===== config.mk =====
export PLATFORM = sky130hd
export DESIGN_NAME = bcd_scan_mux
export DESIGN_NICKNAME = d
export VERILOG_FILES = /design/src/rtl/seg_disp_pkg.sv /design/src/rtl/bcd_scan_mux_scan_timer.sv /design/src/rtl/bcd_scan_mux.sv
export SDC_FILE = /design/constraint.sdc
export NUM_CORES = 1
export LEC_CHECK = 0
export CORE_MARGIN = 5
export CORE_UTILIZATION = 50
export CTS_CLUSTER_SIZE = 20
export DETAILED_ROUTE_END_ITERATION = 6
export GPL_TIMING_DRIVEN = 0
export MAX_ROUTING_LAYER = met4
export PLACE_DENSITY = 0.75
export SKIP_LAST_GASP = 1
export SLEW_MARGIN = 20
export SYNTH_ARGS = -nofsm -noshare
export SYNTH_HDL_FRONTEND = slang
export SYNTH_SLANG_ARGS = --single-unit

===== constraint.sdc =====
create_clock -name clk -period 2.95 [get_ports clk]
set_clock_uncertainty 0.2 [all_clocks]
set_input_delay 0.885 -clock clk [delete_from_list [all_inputs] [get_ports clk]]
set_output_delay 0.885 -clock clk [all_outputs]
set_load 0.01 [all_outputs]

===== src/rtl/seg_disp_pkg.sv =====
// Shared types and helpers for the multiplexed 7-segment display path.
// Holds the BCD digit type, the "all selects off" constant and the
// one-cold select decoder used by the scan controller.
package seg_disp_pkg;

   // One BCD digit; codes 10..15 are carried through untouched.
   typedef logic [3:0] bcd_t;

   // Widest digit bus the select decoder supports.
   localparam int MAX_DIGITS = 32;

   // Active-low selects: all ones means no digit is driven.
   localparam logic [MAX_DIGITS-1:0] DIGIT_OFF = '1;

   // Active-low one-cold decode: bit 'sel' low, every other bit high.
   // A select outside 0..n-1 leaves the whole bus off.
   function automatic logic [MAX_DIGITS-1:0] onecold(input int unsigned sel,
                                                     input int unsigned n);
      logic [MAX_DIGITS-1:0] v;
      v = DIGIT_OFF;
      for (int unsigned k = 0; k < MAX_DIGITS; k++) begin
         if ((k == sel) && (k < n)) begin
            v[k] = 1'b0;
         end
      end
      return v;
   endfunction

endpackage


===== src/rtl/bcd_scan_mux_scan_timer.sv =====
// Scan timebase for the display multiplexer.
// slot_cnt counts clk cycles inside one digit slot; sel_cnt names the digit
// owning the current slot. frame_end is high in the very last cycle of the
// last slot, which is where the top swaps in newly requested digits.
module scan_timer #(
   parameter int NUM_DIGITS    = 4,
   parameter int REFRESH_TICKS = 2**19,
   localparam int SLOT_W       = (REFRESH_TICKS > 1) ? $clog2(REFRESH_TICKS) : 1,
   localparam int SEL_W        = $clog2(NUM_DIGITS)
) (
   input  logic              clk,
   input  logic              reset,
   output logic [SLOT_W-1:0] slot_cnt,
   output logic [SEL_W-1:0]  sel_cnt,
   output logic              frame_end
);

   localparam logic [SLOT_W-1:0] SLOT_LAST = SLOT_W'(REFRESH_TICKS - 1);
   localparam logic [SEL_W-1:0]  SEL_LAST  = SEL_W'(NUM_DIGITS - 1);

   logic slot_last;
   logic sel_last;

   assign slot_last = (slot_cnt == SLOT_LAST);
   assign sel_last  = (sel_cnt == SEL_LAST);

   // Slot counter wraps every REFRESH_TICKS cycles; each wrap hands the
   // bus to the next digit, and the last digit hands back to digit 0.
   always_ff @(posedge clk) begin
      if (reset) begin
         slot_cnt <= '0;
         sel_cnt  <= '0;
      end else if (slot_last) begin
         slot_cnt <= '0;
         if (sel_last) begin
            sel_cnt <= '0;
         end else begin
            sel_cnt <= sel_cnt + 1'b1;
         end
      end else begin
         slot_cnt <= slot_cnt + 1'b1;
      end
   end

   // Last cycle of the last slot of the frame.
   assign frame_end = slot_last && sel_last;

endmodule


===== src/rtl/bcd_scan_mux.sv =====
// bcd_scan_mux: N-digit time-multiplexed 7-segment scan controller.
// Scans a shadow copy of the BCD digits onto one shared digit bus with an
// active-low one-cold select, inserts dead time at the start of each slot
// to stop ghosting, optionally blanks leading zeros, and only swaps in new
// digits at a frame boundary so a frame never mixes old and new values.
//
// Build option: define DISP_DIM_EN to add the brightness_i port and PWM
// dimming inside each slot. Without it every slot is lit at full duty.
//
// Update protocol: update_i is a one-cycle request with no handshake back.
// Any update_i seen during a frame arms a pending flag; at the last cycle of
// the frame the digits_i/dp_i present in that cycle are captured (a request
// arriving in that same cycle is honoured immediately). Several requests in
// one frame collapse into a single capture.
module bcd_scan_mux
   import seg_disp_pkg::*;
#(
   parameter int NUM_DIGITS    = 4,
   parameter int REFRESH_TICKS = 2**19,
   parameter int BLANK_TICKS   = 64,
   parameter int DIM_BITS      = 4
) (
   input  logic                    clk,
   input  logic                    reset,
   input  logic [4*NUM_DIGITS-1:0] digits_i,
   input  logic [NUM_DIGITS-1:0]   dp_i,
   input  logic                    update_i,
   input  logic                    lz_blank_i,
`ifdef DISP_DIM_EN
   input  logic [DIM_BITS-1:0]     brightness_i,
`endif
   output logic [3:0]              output_number,
   output logic                    dp_o,
   output logic [NUM_DIGITS-1:0]   digit_select,
   output logic                    frame_o
);

   localparam int SLOT_W = (REFRESH_TICKS > 1) ? $clog2(REFRESH_TICKS) : 1;
   localparam int SEL_W  = $clog2(NUM_DIGITS);

   // First slot cycle in which a digit may be driven.
   localparam logic [SLOT_W-1:0] BLANK_END = SLOT_W'(BLANK_TICKS);

   // ------------------------------------------------------------------
   // Timebase
   // ------------------------------------------------------------------
   logic [SLOT_W-1:0] slot_cnt;
   logic [SEL_W-1:0]  sel_cnt;
   logic              frame_end;

   scan_timer #(
      .NUM_DIGITS    (NUM_DIGITS),
      .REFRESH_TICKS (REFRESH_TICKS)
   ) u_timer (
      .clk       (clk),
      .reset     (reset),
      .slot_cnt  (slot_cnt),
      .sel_cnt   (sel_cnt),
      .frame_end (frame_end)
   );

   // ------------------------------------------------------------------
   // Shadow registers and frame-synchronous capture
   // ------------------------------------------------------------------
   logic [4*NUM_DIGITS-1:0] shadow_dig;
   logic [NUM_DIGITS-1:0]   shadow_dp;
   logic                    pending;

   // Capture at frame end when requested; otherwise remember the request.
   // Reset drops any outstanding request along with the shadow contents.
   always_ff @(posedge clk) begin
      if (reset) begin
         shadow_dig <= '0;
         shadow_dp  <= '0;
         pending    <= 1'b0;
      end else if (frame_end && (pending || update_i)) begin
         shadow_dig <= digits_i;
         shadow_dp  <= dp_i;
         pending    <= 1'b0;
      end else if (update_i) begin
         pending    <= 1'b1;
      end
   end

   // ------------------------------------------------------------------
   // Digit view of the shadow register
   // ------------------------------------------------------------------
   bcd_t dig_arr [NUM_DIGITS];

   // Unpack the shadow into one BCD value per digit position.
   always_comb begin
      for (int k = 0; k < NUM_DIGITS; k++) begin
         dig_arr[k] = shadow_dig[4*k +: 4];
      end
   end

   // ------------------------------------------------------------------
   // Leading-zero blanking
   // ------------------------------------------------------------------
   logic [NUM_DIGITS-1:0] blank_vec;

   // Walk from the most significant digit down; a digit is a leading zero
   // while it and everything above it is zero. Digit 0 always stays visible
   // so a zero value still shows a single "0". Codes 10..15 count as nonzero.
   always_comb begin
      logic all_zero;
      all_zero  = 1'b1;
      blank_vec = '0;
      for (int k = NUM_DIGITS - 1; k >= 1; k--) begin
         all_zero     = all_zero && (dig_arr[k] == 4'd0);
         blank_vec[k] = lz_blank_i && all_zero;
      end
   end

   logic blank_sel;
   assign blank_sel = blank_vec[sel_cnt];

   // ------------------------------------------------------------------
   // Brightness (PWM within the slot)
   // ------------------------------------------------------------------
   logic [DIM_BITS-1:0] duty;
   logic                dim_on;

`ifdef DISP_DIM_EN
   assign duty = brightness_i;
`else
   // Full duty: every low-bit pattern of slot_cnt is within range.
   assign duty = '1;
`endif

   // Lit while the low slot bits are within the duty window; all ones means
   // the window covers the whole period.
   assign dim_on = (slot_cnt[DIM_BITS-1:0] <= duty);

   // ------------------------------------------------------------------
   // Output decode
   // ------------------------------------------------------------------
   logic                  lit;
   logic [MAX_DIGITS-1:0] sel_mask;

   // The selected digit drives only after the dead time, when not blanked
   // and inside the duty window.
   assign lit = (slot_cnt >= BLANK_END) && !blank_sel && dim_on;

   // Turn the active digit on by pulling its select low; all others stay off.
   always_comb begin
      sel_mask     = onecold(32'(sel_cnt), NUM_DIGITS);
      digit_select = DIGIT_OFF[NUM_DIGITS-1:0];
      if (lit) begin
         digit_select = sel_mask[NUM_DIGITS-1:0];
      end
   end

   // Digit value passes through even when blanked; the decimal point is
   // suppressed on a blanked digit so no stray dot appears.
   assign output_number = dig_arr[sel_cnt];
   assign dp_o          = shadow_dp[sel_cnt] && !blank_sel;
   assign frame_o       = frame_end;

endmodule


==> results.py, run 1 <==
metrics = {
    "status": {
        "outcome": "complete, no violations",
    },
    "synth": {
        "synth_common_cells": "dfxtp_1 (42), nand2b_1 (40), mux2i_1 (20)",
        "synth_most_common_cell": "dfxtp_1",
        "synthArstFlopShare_pct": 0,
        "synthesis.instances": 229,
        "synth.avg_cell_area_um2": 9.46,
        "synth_edf_count": 0,
        "ys_types": 34,
        "syn-cell-area_mm2": 0.00217,
        "synth_flop_cell": "dfxtp_1",
        "yosysSeqAreaShare_pct": 38.8,
        "yosys-top-cells-area": "dfxtp_1 (39%), nand2b_1 (12%), mux2i_1 (9.2%)",
        "synth_nets": 259,
        "synth_top_area_cell": "dfxtp_1",
        "synth.ff_latch_count": 42,
        "synth_top_area_share_pct": 38.8,
        "yosysWarnings": 0,
    },
    "critical_path": {
        "crit_chain": "ha_2 > and4_1 > buf_4 > nand3_4 > nor2_2 > and2_1 > clkbuf_2",
        "critPathSlowestCell": "dfxtp_2",
        "cpPeakStageDelay_ps": 360,
        "cp_top_family": "simple AND/OR/NAND/NOR gates",
        "worst-path-buf-inv": 2,
        "crit_required_ps": 1870,
        "cp.arrival_ps": 1690,
        "start_kind": "flip-flop",
        "crit_path_end_kind": "output pin",
        "path_class": "flip-flop to output pin",
        "path_max_fanout": 7,
    },
    "timing": {
        "timing.fmax_ghz": 0.360,
        "setup_viol_count_final": 0,
        "fin_setup_tns_ps": 0,
        "drv_slew": 0,
        "relSlewSlack_pct": 73.2,
        "hold_violations": 0,
        "grt_setup_unrepaired": "no",
        "fin_crit_ps": 2780,
        "finalCritPeriodShare_pct": 94.1,
        "tightest_slew_ps": 402,
        "hold_ws_ps": 250,
    },
    "pwr": {
        "p_switching_mw": 0.227,
        "swShare_pct": 22.6,
        "p_clk_share_pct": 35.7,
        "peakVddDrop_mv": 0.205,
        "leakagePower_nw": 0.955,
        "p_per_area_mw_per_mm2": 380,
        "p_seq_share_pct": 57.6,
        "pwr-share-comb_pct": 6.7,
        "p_int_mw": 0.774,
        "finalPower_mw": 1.00,
    },
    "grt": {
        "grt_overflow": 0,
        "grt_pass1_wl_um": 7120,
        "grt_start_max_net_pins": 13,
        "grt_use_total_pct": 16.5,
        "grt_pass1_vias": 1593,
        "antenna_found_initial": 0,
    },
    "clock_network": {
        "cts_tree": "yes",
        "path_clk_slew_ps": 70,
        "cts_hold_buf": 0,
        "worstSkewPairLatency_ps": 300,
        "cts_buffer_depth": 2,
        "numClockSinks": 42,
        "root_buffer": "clkbuf_8",
        "cts_made_buffers": 5,
        "htree_levels": 2,
    },
    "placement": {
        "place.gp.congestion": 0.790,
        "io_buffers": 32,
        "dp_hpwl_um": 3170,
        "dpl.cell_count": 313,
    },
    "finish": {
        "post-route-util_pct": 61.8,
        "synthToLayoutAreaGrowth_pct": 21.5,
        "antenna_cells": 0,
        "nets": 299,
        "drive_above_1_share_pct": 13.8,
        "final_cells": 321,
    },
    "drt": {
        "num_vias": 1704,
        "drc_errors": 0,
        "first_pass_iters": 5,
        "wl_um": 4320,
        "wire_per_inst_um": 13.5,
        "post_drt_via_cell_ratio": 5.31,
        "postRouteAntennaNets": 0,
        "drtIter0Drc": 112,
    },
    "floorplanning": {
        "core_area_mm2": 0.00426,
        "ios": 34,
        "fp.dieArea_mm2": 0.00575,
        "initial_core_util_pct": 50.8,
        "row_count": 24,
        "die_x_um": 75.8,
        "dieHeight_um": 75.8,
    },
    "flow_run": {
        "maxCapViolCount": 0,
    },
    "hold_path": {
        "hp-class": "flip-flop to flip-flop",
    },
}
==> area by class of cell <==
class | instances | area [um2]
multi-input cells | 168 | 1250
clock buffers | 5 | 68.8
plain buffers | 13 | 77.6
clock inverters | 2 | 10.0
flip-flops and latches | 42 | 843
fillers | 384 | 1630
repair buffers | 33 | 295
inverters | 6 | 22.5
well taps | 52 | 65.1
==> layer usage <==
metal	track usage, %	vias up	part of all wire, %
li1	-	875	-
met1	20.7	783	47
met2	25.9	39	46
met3	3.69	7	5.3
met4	5.83	0	1.8
met5	-	-	0
==> worst register-to-register path, delay by kind of cell, from the launching register on <==
family                   cells  cell delay (ps)
buffers and inverters        2              430
flip-flops                   1              360
multiplexers                 1              210
adder cells (fa/ha/maj)      1              200
AND/OR/NAND/NOR              3              580
==> cell usage in the layout, fill, tap and decap left out, types with 3 or more instances in the layout <==
cell / instances
a21oi_1: 6
and2_1: 3
and3_1: 3
buf_2: 6
buf_4: 5
clkbuf_1: 5
clkbuf_8: 5
clkdlybuf4s50_1: 21
dfxtp_1: 40
dlygate4sd2_1: 5
ha_1: 5
inv_1: 6
mux2i_1: 20
mux4_2: 5
nand2_1: 7
nand2b_1: 40
nand3_1: 9
nand4_1: 7
nor2_1: 16
nor3_1: 3
nor4_1: 5
o21ai_0: 6
or3_1: 4
xor2_1: 11
==> final timing paths <==
| path | from | to | slack, ps | cells past startpoint |
|---|---|---|---|---|
| max reg2reg | u_timer.slot_cnt[0]$_SDFF_PP0_ | shadow_dig[7]$_SDFFE_PP0P_ | 890 | 7 |
| min | u_timer.slot_cnt[0]$_SDFF_PP0_ | u_timer.slot_cnt[0]$_SDFF_PP0_ | 250 | 1 |
| min reg2reg | u_timer.slot_cnt[0]$_SDFF_PP0_ | u_timer.slot_cnt[0]$_SDFF_PP0_ | 250 | 1 |
| max | u_timer.slot_cnt[0]$_SDFF_PP0_ | frame_o | 170 | 7 |
==> through the flow <==
step                setup slack (ps)  instance area [um2]
floorplan                        535                 2170
global placement                -398                 2550
detailed placement              -418                 2550
CTS                            -7.65                 2630
global route                    44.5                 2630
finish                           174                 2630
==> registers in the layout, summed over array words and instances, names as in the netlist <==
signal	cells
u_timer.slot_cnt	19
shadow_dig	16
shadow_dp	4
u_timer.sel_cnt	2
pending	1
==> kinds of logic after synthesis <==
kind of cell	count (synthesis)	share of synthesized area [%]
AO/OA/AOI/OAI	19	5.54
XOR/XNOR	12	4.85
adder cells (fa/ha/maj)	6	3.46
buffers and inverters	19	4.27
flip-flops	42	38.8
multiplexers	25	14.4
AND/OR/NAND/NOR	106	28.6
==> what timing repair did <==
item	4_1_cts	5_1_grt
setup buffers	1	0
resized for setup	35	3
setup endpoints to repair	10	1
pin swaps	0	0
==> power by group through the flow <==
stage               registers, mW  clock network (mW)  logic (mW)
floorplan                   0.587                   0      0.0309
global placement            0.588                   0      0.0670
detailed placement          0.588                   0      0.0678
CTS                         0.576               0.366      0.0676
global route                0.577               0.393      0.0739
finish                      0.576               0.357      0.0669
Power figures use the tool's default switching activity.
==> inputs of run 2 (changes only) <==
SLEW_MARGIN = unset   (was 20)
==> results of run 2 <==
No change in the layout: final DEF, timing and power equal those of run 1.
==> inputs of run 3 (changes only) <==
CORE_MARGIN = unset   (was 5)
clock period = 3.1 ns   (was 2.95 ns; I/O delays follow)
==> run 3 against run 2 <==
Against the previous run: die area is 20% lower; critical path depth is 4 lower; combinational power is 3.7% lower; largest cell class unchanged; cell area is 3.0% higher; power is 15% higher; register-to-register slack better by 110 ps; sequential share of layout area is 0.94 points lower; first-iteration DRC count is 7.1% higher; sequential cell count stayed put.
==> results.py, run 3 (same netlist as run 1, synthesis figures left out) <==
metrics = {
    "timing": {
        "drv_slew": 0,
        "tightest_slew_ps": 440,
        "setup_viol_count_final": 0,
        "hold_violations": 0,
        "finalCritPeriodShare_pct": 97.0,
        "grt_setup_unrepaired": "no",
        "relSlewSlack_pct": 70.6,
        "fin_crit_ps": 3010,
        "timing.fmax_ghz": 0.333,
    },
    "placement": {
        "dp_hpwl_um": 3140,
        "place_area_mm2": 0.00255,
        "io_buffers": 32,
        "place.gp.congestion": 0.798,
    },
    "floorplanning": {
        "row_count": 23,
        "dieHeight_um": 67.8,
        "die_x_um": 67.8,
        "initial_core_util_pct": 53.0,
        "core_area_mm2": 0.00409,
        "fp.dieArea_mm2": 0.00460,
        "ios": 34,
    },
    "finish": {
        "nets": 299,
        "top_regs": "u_timer.slot_cnt x19, shadow_dig x16, shadow_dp x4",
        "synthToLayoutAreaGrowth_pct": 25.2,
        "drive_above_1_share_pct": 12.6,
        "fin_area_mm2": 0.00271,
        "top_register": "u_timer.slot_cnt",
        "most-common-layout-cells": "nand2b_1 (40), dfxtp_1 (40), clkdlybuf4s50_1 (25), mux2i_1 (20), nor2_1 (16)",
        "antenna_cells": 0,
        "largest_reg_flops": 19,
    },
    "flow_run": {
        "maxCapViolCount": 0,
    },
    "critical_path": {
        "rrSetupSlack_ps": 1000,
        "reg2reg_to": "shadow_dig[7]$_SDFFE_PP0P_",
        "crit_path_end_kind": "output pin",
        "r2r_cells": 7,
        "path_class": "flip-flop to output pin",
        "r2r-start": "u_timer.slot_cnt[0]$_SDFF_PP0_",
        "cp.arrival_ps": 1880,
        "crit_required_ps": 1970,
        "start_kind": "flip-flop",
        "path_max_fanout": 10,
    },
    "clock_network": {
        "path_clk_slew_ps": 80,
        "worstSkewPairLatency_ps": 300,
        "root_buffer": "clkbuf_8",
        "numClockSinks": 42,
        "cts_tree": "yes",
        "htree_levels": 2,
        "cts_made_buffers": 5,
        "cts_hold_buf": 0,
        "cts_buffer_depth": 2,
    },
    "grt": {
        "grt_overflow": 0,
        "grt_pass1_vias": 1558,
        "grt_use_total_pct": 22.5,
        "grt_start_max_net_pins": 14,
        "grt_pass1_wl_um": 7310,
        "antenna_found_initial": 0,
    },
    "hold_path": {
        "holdPathEnd": "u_timer.slot_cnt[0]$_SDFF_PP0_",
        "whs_path_depth": 1,
        "worstHoldStart": "u_timer.slot_cnt[0]$_SDFF_PP0_",
        "hp-class": "flip-flop to flip-flop",
    },
    "drt": {
        "post_drt_via_cell_ratio": 5.45,
        "num_vias": 1745,
        "drtIter0Drc": 120,
        "first_pass_iters": 4,
        "wire_per_inst_um": 14.1,
        "postRouteAntennaNets": 0,
        "drc_errors": 0,
        "wl_um": 4500,
    },
    "pwr": {
        "finalPower_mw": 1.15,
        "peakVddDrop_mv": 0.274,
        "leakagePower_nw": 0.973,
        "p_per_area_mw_per_mm2": 424,
    },
    "status": {
        "outcome": "complete, no violations",
    },
}
[run 3: cell count changes in the layout (fill, tap and decap cells not counted)]
cell             previous run  this run
clkbuf_8                    5         6
clkinv_2                    2         0
clkdlybuf4s50_1            21        25
bufinv_16                   0         2
buf_2                       6         3
buf_4                       5         6
buf_6                       2         1
dlygate4sd2_1               5         3
clkdlybuf4s15_1             0         2
clkbuf_2                    2         1
[run 3: how the worst max path moves through the flow]
stage	cells after the start	from	slack, ps	to
2_1_floorplan	6	u_timer.slot_cnt[0]$_SDFF_PP0_	640	frame_o
3_3_place_gp	5	lz_blank_i	-340	digit_select[2]
3_5_place_dp	5	lz_blank_i	-370	digit_select[1]
4_1_cts	3	u_timer.sel_cnt[1]$_SDFFE_PP0P_	60	output_number[3]
5_1_grt	7	u_timer.slot_cnt[0]$_SDFF_PP0_	8	frame_o
6_report	3	u_timer.sel_cnt[0]$_SDFFE_PP0P_	90	output_number[3]
[run 3: routing by layer]
| metal | global-route usage, % | wire length [um] | share of wire (%) |
|---|---|---|---|
| met1 | 29.2 | 2160 | 48 |
| met2 | 33.8 | 2100 | 47 |
| met3 | 6.00 | 201 | 4.5 |
| met4 | 7.81 | 35 | 0.78 |
| met5 | - | 0 | 0 |
[run 3: repair_timing]
item | in CTS | in global routing
setup buffers | 1 | 0
gates resized for setup | 23 | 2
endpoints found under the setup margin | 9 | 6
[run 3: cell type report]
type / count / area, um2
clock buffer: 6 / 82.6
clock inverter: 2 / 60.1
inverter: 6 / 22.5
timing repair buffer: 33 / 318
fill: 365 / 1370
tap: 50 / 62.6
buffer: 13 / 73.8
sequential: 42 / 843
multi-input combinational: 168 / 1250
[run 3: power breakdown]
part | internal (mW) | leakage, nW | switching (mW)
clock network | 0.344 | 0.0714 | 0.196
registers | 0.544 | 0.340 | 0.00412
logic | 0.0410 | 0.562 | 0.0234
total | 0.928 | 0.973 | 0.224
[run 3: stage by stage]
stage | hold WS (ps) | worst slack [ps] | utilization (%) | std cells | setup TNS, ps
6_report | 255 | 94.2 | 66.4 | 320 | 0
4_1_cts | 251 | 55.7 | 66.4 | 320 | 0
2_1_floorplan | 238 | 640 | - | 229 | 0
3_3_place_gp | 254 | -340 | 62.4 | 311 | -1680
5_1_grt | 281 | 7.79 | 66.4 | 320 | 0
3_5_place_dp | 264 | -367 | 62.4 | 311 | -1740
[run 3: critical path: stages (launching register included)]
cell	delay, ps
dfxtp_1	360
buf_4	210
mux4_2	520
clkdlybuf4s50_1	490
